File: src/rtl/wishbone_master_ctrl_pkg.sv
// Shared definitions for the Wishbone master controller: FSM state encoding
// and the default bus widths also used by the GPIO-side peripherals.
package wishbone_master_ctrl_pkg;

  typedef enum logic [1:0] {
    ST_IDLE = 2'd0,
    ST_BUS  = 2'd1,
    ST_RESP = 2'd2
  } wb_state_e;

  localparam int DEF_ADDR_W = 32;
  localparam int DEF_DATA_W = 32;
  localparam int DEF_SEL_W  = 2;

endpackage

File: src/rtl/wishbone_master_ctrl_if.sv
// Wishbone classic bus bundle between one initiator and one target.
interface wishbone_master_ctrl_if
  import wishbone_master_ctrl_pkg::*;
#(
  parameter int ADDR_W = DEF_ADDR_W,
  parameter int DATA_W = DEF_DATA_W,
  parameter int SEL_W  = DEF_SEL_W
) ();

  logic [ADDR_W-1:0] adr_o;
  logic [DATA_W-1:0] dat_o;
  logic [DATA_W-1:0] dat_i;
  logic              we_o;
  logic [SEL_W-1:0]  sel_o;
  logic              cyc_o;
  logic              stb_o;
  logic              ack_i;

  modport master (
    output adr_o, dat_o, we_o, sel_o, cyc_o, stb_o,
    input  dat_i, ack_i
  );

  modport slave (
    input  adr_o, dat_o, we_o, sel_o, cyc_o, stb_o,
    output dat_i, ack_i
  );

endinterface

File: src/rtl/wishbone_master_ctrl_timeout_cnt.sv
// Bus-cycle watchdog: counts strobe cycles without acknowledge and flags
// the last permitted cycle. A TIMEOUT of 0 disables the flag entirely.
module wishbone_master_ctrl_timeout_cnt #(
  parameter int TIMEOUT = 16,
  parameter int CNT_W   = 8
) (
  input  logic clk,
  input  logic rst,
  input  logic srst,
  input  logic clr,
  input  logic en,
  output logic expired
);

  localparam logic [CNT_W-1:0] LIMIT   = CNT_W'(TIMEOUT - 32'sd1);
  localparam logic [CNT_W-1:0] CNT_MAX = {CNT_W{1'b1}};
  localparam logic [CNT_W-1:0] CNT_ONE = {{(CNT_W-1){1'b0}}, 1'b1};
  localparam bit               ENABLED = (TIMEOUT != 0);

  logic [CNT_W-1:0] cnt_r;

  // Wait-cycle counter; saturates so a disabled watchdog never wraps.
  always_ff @(posedge clk or negedge rst) begin
    if (!rst) begin
      cnt_r <= {CNT_W{1'b0}};
    end else if (srst || clr) begin
      cnt_r <= {CNT_W{1'b0}};
    end else if (en && (cnt_r != CNT_MAX)) begin
      cnt_r <= cnt_r + CNT_ONE;
    end
  end

  assign expired = ENABLED && (cnt_r == LIMIT);

endmodule

File: src/rtl/wishbone_master_ctrl.sv
// Wishbone classic single-cycle initiator. One bus cycle per accepted
// command; the result (read data or timeout flag) is returned on a
// valid/ready response port before the next command is taken.
module wishbone_master_ctrl
  import wishbone_master_ctrl_pkg::*;
#(
  parameter int ADDR_W  = DEF_ADDR_W,
  parameter int DATA_W  = DEF_DATA_W,
  parameter int SEL_W   = DEF_SEL_W,
  parameter int TIMEOUT = 16,
  parameter int CNT_W   = 8
) (
  input  logic                  clk,
  input  logic                  rst,
  input  logic                  srst,
  input  logic                  cmd_valid,
  output logic                  cmd_ready,
  input  logic                  cmd_we,
  input  logic [ADDR_W-1:0]     cmd_addr,
  input  logic [DATA_W-1:0]     cmd_wdata,
  input  logic [SEL_W-1:0]      cmd_sel,
  output logic                  rsp_valid,
  input  logic                  rsp_ready,
  output logic [DATA_W-1:0]     rsp_rdata,
  output logic                  rsp_err,
  output logic                  busy,
  wishbone_master_ctrl_if.master wb
);

  wb_state_e         state_r;
  logic [ADDR_W-1:0] adr_r;
  logic [DATA_W-1:0] dat_r;
  logic              we_r;
  logic [SEL_W-1:0]  sel_r;
  logic              stb_r;
  logic              cmd_ready_r;
  logic              busy_r;
  logic              rsp_valid_r;
  logic [DATA_W-1:0] rsp_rdata_r;
  logic              rsp_err_r;
  logic              cnt_clr_s;
  logic              cnt_en_s;
  logic              expired_s;

  // The watchdog restarts on every accepted command and advances only
  // while the strobe is waiting for an acknowledge.
  assign cnt_clr_s = (state_r == ST_IDLE) && cmd_valid;
  assign cnt_en_s  = (state_r == ST_BUS) && !wb.ack_i;

  wishbone_master_ctrl_timeout_cnt #(
    .TIMEOUT (TIMEOUT),
    .CNT_W   (CNT_W)
  ) u_timeout_cnt (
    .clk     (clk),
    .rst     (rst),
    .srst    (srst),
    .clr     (cnt_clr_s),
    .en      (cnt_en_s),
    .expired (expired_s)
  );

  // Command/bus/response sequencer with all outputs held in registers.
  always_ff @(posedge clk or negedge rst) begin
    if (!rst) begin
      state_r     <= ST_IDLE;
      adr_r       <= {ADDR_W{1'b0}};
      dat_r       <= {DATA_W{1'b0}};
      we_r        <= 1'b0;
      sel_r       <= {SEL_W{1'b0}};
      stb_r       <= 1'b0;
      cmd_ready_r <= 1'b1;
      busy_r      <= 1'b0;
      rsp_valid_r <= 1'b0;
      rsp_rdata_r <= {DATA_W{1'b0}};
      rsp_err_r   <= 1'b0;
    end else if (srst) begin
      state_r     <= ST_IDLE;
      adr_r       <= {ADDR_W{1'b0}};
      dat_r       <= {DATA_W{1'b0}};
      we_r        <= 1'b0;
      sel_r       <= {SEL_W{1'b0}};
      stb_r       <= 1'b0;
      cmd_ready_r <= 1'b1;
      busy_r      <= 1'b0;
      rsp_valid_r <= 1'b0;
      rsp_rdata_r <= {DATA_W{1'b0}};
      rsp_err_r   <= 1'b0;
    end else begin
      case (state_r)
        ST_IDLE: begin
          if (cmd_valid) begin
            adr_r       <= cmd_addr;
            dat_r       <= cmd_wdata;
            we_r        <= cmd_we;
            sel_r       <= cmd_sel;
            stb_r       <= 1'b1;
            cmd_ready_r <= 1'b0;
            busy_r      <= 1'b1;
            state_r     <= ST_BUS;
          end
        end
        ST_BUS: begin
          // Acknowledge takes priority over a watchdog expiring in the same cycle.
          if (wb.ack_i) begin
            stb_r       <= 1'b0;
            rsp_rdata_r <= we_r ? {DATA_W{1'b0}} : wb.dat_i;
            rsp_err_r   <= 1'b0;
            rsp_valid_r <= 1'b1;
            state_r     <= ST_RESP;
          end else if (expired_s) begin
            stb_r       <= 1'b0;
            rsp_rdata_r <= {DATA_W{1'b0}};
            rsp_err_r   <= 1'b1;
            rsp_valid_r <= 1'b1;
            state_r     <= ST_RESP;
          end
        end
        ST_RESP: begin
          if (rsp_ready) begin
            rsp_valid_r <= 1'b0;
            dat_r       <= {DATA_W{1'b0}};
            we_r        <= 1'b0;
            sel_r       <= {SEL_W{1'b0}};
            cmd_ready_r <= 1'b1;
            busy_r      <= 1'b0;
            state_r     <= ST_IDLE;
          end
        end
        default: begin
          stb_r       <= 1'b0;
          rsp_valid_r <= 1'b0;
          cmd_ready_r <= 1'b1;
          busy_r      <= 1'b0;
          state_r     <= ST_IDLE;
        end
      endcase
    end
  end

  assign wb.adr_o  = adr_r;
  assign wb.dat_o  = dat_r;
  assign wb.we_o   = we_r;
  assign wb.sel_o  = sel_r;
  assign wb.cyc_o  = stb_r;
  assign wb.stb_o  = stb_r;
  assign cmd_ready = cmd_ready_r;
  assign busy      = busy_r;
  assign rsp_valid = rsp_valid_r;
  assign rsp_rdata = rsp_rdata_r;
  assign rsp_err   = rsp_err_r;

endmodule

File: src/flat_wrapper.sv
// flat-port wrapper written by rule: the top's interface ports become plain ports
module wishbone_master_ctrl_flat import wishbone_master_ctrl_pkg::*;
#(
  parameter int ADDR_W  = DEF_ADDR_W,
  parameter int DATA_W  = DEF_DATA_W,
  parameter int SEL_W   = DEF_SEL_W,
  parameter int TIMEOUT = 16,
  parameter int CNT_W   = 8
)
  (clk, rst, srst, cmd_valid, cmd_ready, cmd_we, cmd_addr, cmd_wdata, cmd_sel, rsp_valid, rsp_ready, rsp_rdata, rsp_err, busy, wb_adr_o, wb_dat_o, wb_we_o, wb_sel_o, wb_cyc_o, wb_stb_o, wb_dat_i, wb_ack_i);
  wishbone_master_ctrl_if #(.ADDR_W(ADDR_W), .DATA_W(DATA_W), .SEL_W(SEL_W)) wb_i ();
  input  logic clk;
  input  logic rst;
  input  logic srst;
  input  logic cmd_valid;
  output logic cmd_ready;
  input  logic cmd_we;
  input  logic [ADDR_W-1:0] cmd_addr;
  input  logic [DATA_W-1:0] cmd_wdata;
  input  logic [SEL_W-1:0] cmd_sel;
  output logic rsp_valid;
  input  logic rsp_ready;
  output logic [DATA_W-1:0] rsp_rdata;
  output logic rsp_err;
  output logic busy;
  output wire logic [$bits(wb_i.adr_o)-1:0] wb_adr_o;
  output wire logic [$bits(wb_i.dat_o)-1:0] wb_dat_o;
  output wire logic [$bits(wb_i.we_o)-1:0] wb_we_o;
  output wire logic [$bits(wb_i.sel_o)-1:0] wb_sel_o;
  output wire logic [$bits(wb_i.cyc_o)-1:0] wb_cyc_o;
  output wire logic [$bits(wb_i.stb_o)-1:0] wb_stb_o;
  input wire logic [$bits(wb_i.dat_i)-1:0] wb_dat_i;
  input wire logic [$bits(wb_i.ack_i)-1:0] wb_ack_i;
  assign wb_adr_o = wb_i.adr_o;
  assign wb_dat_o = wb_i.dat_o;
  assign wb_we_o = wb_i.we_o;
  assign wb_sel_o = wb_i.sel_o;
  assign wb_cyc_o = wb_i.cyc_o;
  assign wb_stb_o = wb_i.stb_o;
  assign wb_i.dat_i = wb_dat_i;
  assign wb_i.ack_i = wb_ack_i;
  wishbone_master_ctrl #(.ADDR_W(ADDR_W), .DATA_W(DATA_W), .SEL_W(SEL_W), .TIMEOUT(TIMEOUT), .CNT_W(CNT_W)) u_core (.clk(clk), .rst(rst), .srst(srst), .cmd_valid(cmd_valid), .cmd_ready(cmd_ready), .cmd_we(cmd_we), .cmd_addr(cmd_addr), .cmd_wdata(cmd_wdata), .cmd_sel(cmd_sel), .rsp_valid(rsp_valid), .rsp_ready(rsp_ready), .rsp_rdata(rsp_rdata), .rsp_err(rsp_err), .busy(busy), .wb(wb_i));
endmodule
File: config.mk
export PLATFORM = sky130hd
export DESIGN_NAME = wishbone_master_ctrl_flat
export DESIGN_NICKNAME = d
export VERILOG_FILES = /design/src/rtl/wishbone_master_ctrl_pkg.sv /design/src/rtl/wishbone_master_ctrl_if.sv /design/src/rtl/wishbone_master_ctrl_timeout_cnt.sv /design/src/rtl/wishbone_master_ctrl.sv /design/src/flat_wrapper.sv
export SDC_FILE = /design/constraint.sdc
export NUM_CORES = 1
export LEC_CHECK = 0
export CORE_MARGIN = 8
export CORE_UTILIZATION = 40
export CTS_CLUSTER_DIAMETER = 120
export CTS_CLUSTER_SIZE = 12
export DETAILED_ROUTE_END_ITERATION = 8
export HOLD_SLACK_MARGIN = 0.03
export PLACE_DENSITY = 0.76
export RECOVER_POWER = 25
export SLEW_MARGIN = 10
export SYNTH_ARGS = -nofsm -noshare
export SYNTH_HDL_FRONTEND = slang
export SYNTH_SLANG_ARGS = --single-unit
File: constraint.sdc
create_clock -name clk -period 5.7 [get_ports clk]
set_clock_uncertainty 0.15 [all_clocks]
set_input_delay 0.855 -clock clk [delete_from_list [all_inputs] [get_ports clk]]
set_output_delay 0.855 -clock clk [all_outputs]
set_load 0.05 [all_outputs]
## Word-level counts from Yosys, hierarchy flattened

Index checks and enable logic that the tools add are counted.

| storage, ports and cells | value |
|---|---|
| register bits | 114 |
| bits in latches | 0 |
| bits in writable memories | 0 |
| bits in read-only memories | 0 |
| input port bits | 105 |
| output and inout port bits | 105 |
| word-level logic and storage cells | 87 |
| memories kept | 0 |

| operators by class | value |
|---|---|
| add/sub/neg operators | 1 |
| multiply operators | 0 |
| div/mod/pow operators | 0 |
| $lt $le $gt $ge | 0 |
| equality and inequality tests | 10 |
| shifts and indexed selects | 0 |
| mux-type cells | 45 |
| bitwise logic cells | 0 |
| reduce and logical (&&, ||, !) cells | 19 |

Operators by type and width:

| operator | count |
|---|---|
| 2-to-1 mux 32 bit | 11 |
| one-hot mux 32 bit (2 select lines) | 1 |
| 2-to-1 mux 1 bit | 17 |
| 2-to-1 mux 8 bit | 2 |
| AND reduction 3 bit | 5 |
| 2-to-1 mux 2 bit | 7 |
| one-hot mux 1 bit (3 select lines) | 4 |
| adder 8 x 1 -> 8 bit (second input constant) | 1 |
| equality test 8 x 4 -> 1 bit (second input constant) | 1 |
| != test 8 bit (second input constant) | 1 |
| nonzero test 2 bit | 4 |
| != test 2 bit (second input constant) | 3 |
| != test 3 bit (second input constant) | 2 |
| one-hot mux 2 bit (3 select lines) | 1 |
| nonzero test 3 bit | 2 |
| != test 4 x 3 -> 1 bit (second input constant) | 1 |
| one-hot mux 2 bit (2 select lines) | 1 |
| AND reduction 2 bit | 2 |
| logical AND 1 bit | 3 |
| equality test 2 x 1 -> 1 bit (second input constant) | 1 |
| equality test 2 bit (second input constant) | 1 |
| logical NOT 2 bit | 1 |
| one-hot mux 1 bit (2 select lines) | 1 |
| logical NOT 1 bit | 1 |
| logical OR 1 bit | 1 |

## Longest topological paths before layout

| depth | value |
|---|---|
| depth after elaboration | 5 |
| gate-level depth with buffers | 8 |
| depth with buffers taken out | 5 |

## Cells and area by module

From an unflattened synthesis, not the netlist that was laid out.

| unflattened totals | value |
|---|---|
| cells, all modules | 527 |
| area, all modules | 5,213.8 µm² |

By module, submodules not included:

| module | instances | cells each | area an instance (µm²) | seq. area each (µm²) |
|---|---|---|---|---|
| wishbone_master_ctrl | 1 | 481 | 4,737.0 | 2,653.8 |
| wishbone_master_ctrl_timeout_cnt | 1 | 46 | 476.7 | 200.2 |

## Worst setup path after synthesis

No wires, ideal clock.

| timing | value |
|---|---|
| kind | in2reg |
| start point | input srst |
| end point | register u_core.dat_r[10], in the netlist u_core.wb.dat_o[10] |
| library setup time | 0.079 ns |
| arrival | 1.944 ns |
| required time | 5.471 ns |
| path slack | 3.527 ns |
| stages on the path | 7 |
| buffers on the path | 4 |
| cell sequence | buf_2 > inv_1 > buf_2 > o21ai_0 > buf_2 > buf_2 > mux2i_1 |

| between the ends | value |
|---|---|
| word-level cells in the longest chain between the ends | 2 |
| elaborated cells between the ends (all ways) | 5 |
| classes of those cells | eq/ne (2); mux (1); reduce/logical (2) |

RTL lines:

| element | line | RTL |
|---|---|---|
| from (decl) | flat_wrapper.sv:14 | `input logic srst;` |
| != test 3 bit (no line) or nonzero test 3 bit (tied branches) | -- |  |
| AND reduction 3 bit (no line) | -- |  |
| to (signal assigned) | wishbone_master_ctrl.sv:67 | `dat_r <= {DATA_W{1'b0}};` |
| to (signal assigned) | wishbone_master_ctrl.sv:79 | `dat_r <= {DATA_W{1'b0}};` |
| to (signal assigned) | wishbone_master_ctrl.sv:93 | `dat_r <= cmd_wdata;` |
| to (decl) | wishbone_master_ctrl.sv:32 | `logic [DATA_W-1:0] dat_r;` |

Parallel ways exist; a longest one is shown, timed or not.
A chain may end at the register's enable or synchronous reset.

## Worst setup path after layout

| timing | value |
|---|---|
| start point | input srst |
| end point | register u_core.rsp_rdata_r[14], in the netlist u_core.rsp_rdata[14] |

| between the ends | value |
|---|---|
| word-level cells in the longest chain between the ends | 2 |
| elaborated cells between the ends (all ways) | 4 |
| classes of those cells | mux (1); reduce/logical (3) |

RTL lines:

| element | line | RTL |
|---|---|---|
| nonzero test 3 bit (no line) or nonzero test 2 bit (tied branches) | -- |  |
| AND reduction 2 bit (no line) | -- |  |
| to (signal assigned) | wishbone_master_ctrl.sv:74 | `rsp_rdata_r <= {DATA_W{1'b0}};` |
| to (signal assigned) | wishbone_master_ctrl.sv:86 | `rsp_rdata_r <= {DATA_W{1'b0}};` |
| to (signal assigned) | wishbone_master_ctrl.sv:106 | `rsp_rdata_r <= we_r ? {DATA_W{1'b0}} : wb.dat_i;` |
| to (decl) | wishbone_master_ctrl.sv:39 | `logic [DATA_W-1:0] rsp_rdata_r;` |

Parallel ways exist; a longest one is shown, timed or not.

==> results by group <==
Layout
  • P&R area growth vs syn: 56.5%
  • Layout cells sized above 1: 0.0659
  • Final std cells w/o fill: around 820
  • Nets: 761
  • Utilization after layout: 0.640

Detailed routing
  • Total routed wirelength: around 14,000 microns
  • DR vias: 4,078
  • Detailed-route DRC error count: 0
  • Routed wire length per instance: 17.5 microns
  • Vias/cell: 5.00
  • 1st-iter DRT viols: 358
  • Final ANT Viol Nets: 0
  • Drt pass-1 iters: 4

Timing
  • Max-slew headroom: -0.648
  • RSZ-0062 raised after global routing: false
  • Pins Over Slew Limit: 87
  • Period utilization: 0.713
  • Max Fclk: approximately 0.25 GHz
  • Hold Vio Cnt, Final: 0
  • Worst Max-Slew Pin Slew: 2.47 ns
  • Min cycle time layout: between 4 and 5 ns
  • Fin Setup TNS: 0 ns
  • Finish-stage setup viols: 0

Yosys
  • Post-synth EDFFs: 0
  • Synth Register Bits: 114
  • Top post-synthesis cells by area: dfrtp_1, mux2i_1, nand2_1
  • Synth Area in Adders: 0.00255
  • Post-synth top area share: 0.576
  • Netlist Area Pre-Place: 4910 sq um
  • Share of synthesized flip-flops with an asynchronous set or reset: 1.00
  • Register area share after synthesis: 0.581
  • Largest family of logic cells by synthesized area: multiplexers
  • Yosys warns: 0
  • Mux contribution to synthesized area: 0.137
  • Synth Area in Compound Gates: 0.0925
  • Netlist cell types: 39
  • Synth Area in XOR/XNOR: 0.00178
  • Dominant synthesized flop cell: dfrtp_1
  • Synth area leader: dfrtp_1
  • Syn Inst Count: 451
  • Synth Area per Inst: 10.9 sq um
  • Syn nets: 557
  • Post-synthesis simple-gate area fraction: 0.117

Placement
  • Number of I/O port buffers: 209
  • Placed cell count: 783
  • Post-DP HPWL: 10,400 microns
  • Routability congestion estimate: 0.782

Floorplan
  • Initial Util: 0.409
  • Core box area: 12,000 sq um
  • # IOs: 210
  • Row count: 40
  • Horiz. Die Dim: 127 microns
  • Die area: 16,100 sq um
  • Die height: approximately 130 microns

Status
  • Failing checks: capacitance limit, slew limit
  • Outcome: complete, but fails checks

GRT
  • Total track usage: 0.183
  • Vias in the first global route: 4,413
  • Largest net degree at the start of global routing: 69
  • GRT Max-Usage Layer: met2
  • First-pass GRT wire length: about 23,000 microns
  • Routing usage on met3: 0.0829
  • Met1 Resource Use GR: 0.200
  • Met2 GRT Util: 0.303
  • Grt ovf: 0
  • Antenna violations before repair: 1

Clock tree
  • Total CTS buffers: 17
  • CTS resizes: 0
  • Clock Latency Late Sink: 0.40 ns
  • Cts hold-fix bufs: 0
  • Clock Tree Root: clkbuf_16
  • CTS tree: built
  • TritonCTS Sinks: between 100 and 150
  • CTS max path bufs: 2
  • Clock slew at reported path FFs: about 0.05 ns
  • # Post-CTS Setup Buffers: 0
  • H-tree depth: 4

Power
  • PD cells: 333 nW/um^2
  • Switching share of total power: 0.294
  • Sw Pwr: ~750 uW
  • Leakage power: around 3.5 nW
  • Pint: around 1.8 mW
  • Logic pwr share: 0.211
  • Sequential Power Share: 0.352
  • Total power: 2.56 mW
  • Clk pwr share: 0.437
  • Worst vdd ir: between 0.2 and 0.25 mV

Setup path
  • CP Max Fanout: 38
  • Data required, critical path: 5.87 ns
  • Worst path arrival time: 4.23 ns
  • Kind of end point of the critical path: flip-flop
  • Kind of critical path: input pin to flip-flop
  • Critical Path Source Type: input pin

Hold path
  • HP Class: flip-flop to flip-flop

Job
  • MaxCap Viol Count: 2
-- cells in the final DEF, fill, tap and decap left out, drive strengths merged, types with 5 or more instances in the layout --
cell and n:
a21oi 7, o21ai 10, clkbuf 19, nand3 5, dfrtp 113, inv 44
nand2 106, clkdlybuf4s50 207, a22o 32, nor2 11, mux2i 67
-- metal layers --
layer	wire, microns	up-vias
li1	-	1911
met1	5580	2001
met2	7180	146
met3	1250	20
met4	284	0
met5	0	-
-- power by group through the flow --
stage	Combinational [mW]	Clock [mW]	Sequential (mW)
final	0.542	1.12	0.900
after detailed placement	0.547	0	0.913
after global routing	0.574	1.18	0.907
after floorplan	0.131	0	1.09
after global placement	0.540	0	0.910
after CTS	0.549	1.14	0.901
-- worst max-delay path, cell delays in order --
cell and delay, ns:
clkdlybuf4s50_1 0.60, inv_1 0.11, clkbuf_1 1.17, and3_1 1.12, nand2_1 0.18, mux2i_1 0.18
-- final timing paths --
| check | startpoint | endpoint | slack (ns) | depth (start not counted) |
|---|---|---|---|---|
| max | srst | u_core.rsp_rdata[14] | 1.63 | 6 |
| min | u_core.rsp_err | u_core.rsp_err | 0.35 | 1 |
| max reg2reg | u_core.u_timeout_cnt.cnt_r[4] | u_core.rsp_rdata[17] | 3.21 | 4 |
| min reg2reg | u_core.rsp_err | u_core.rsp_err | 0.35 | 1 |
| max in group asynchronous | rst | u_core.busy | 2.17 | 2 |
| min in group asynchronous | rst | u_core.wb.adr_o[26] | 0.41 | 1 |
-- flip-flops by register name, summed over array words and instances, names as in the netlist, 2 cells and up --
register	count
u_core.u_timeout_cnt.cnt_r	8
u_core.wb.sel_o	2
u_core.rsp_rdata	32
u_core.wb.dat_o	32
u_core.wb.adr_o	32
u_core.state_r	2
-- synthesized netlist by cell type (all sizes together), types with 5 or more instances --
master and number:
clkbuf 13, mux2i 67, nor2 11, o21ai 10, a22o 32, nand3 5
inv 41, a21oi 7, nand2 106, dfrtp 113, buf 16
-- cell families (layout without fill, tap and decap cells) --
| family | count (synthesis) | in the layout |
|---|---|---|
| AO/OA/AOI/OAI | 60 | 60 |
| other | 0 | 1 |
| adder cells (fa/ha/maj) | 1 | 1 |
| multiplexers | 67 | 67 |
| XOR/XNOR | 1 | 1 |
| AND/OR/NAND/NOR | 138 | 138 |
| flip-flops | 114 | 114 |
| buffers and inverters | 70 | 287 |
-- area by class of cell --
| class | instances | area (sq um) |
|---|---|---|
| clock inverter | 15 | 208 |
| fill | 952 | 4320 |
| antenna | 1 | 2.50 |
| multi-input combinational | 267 | 1740 |
| tap | 147 | 184 |
| timing repair buffer | 214 | 2120 |
| clock buffer | 17 | 425 |
| sequential | 114 | 2850 |
| inverter | 41 | 154 |
-- through the flow --
step	instance area, sq um	hold slack (ns)	setup slack, ns
after global routing	7690	0.370	1.25
after detailed placement	7060	0.342	2.14
after floorplan	4910	0.340	3.53
final	7690	0.349	1.63
after global placement	7060	0.328	2.31
after CTS	7690	0.354	2.57
(Power assumes the default switching activity.)
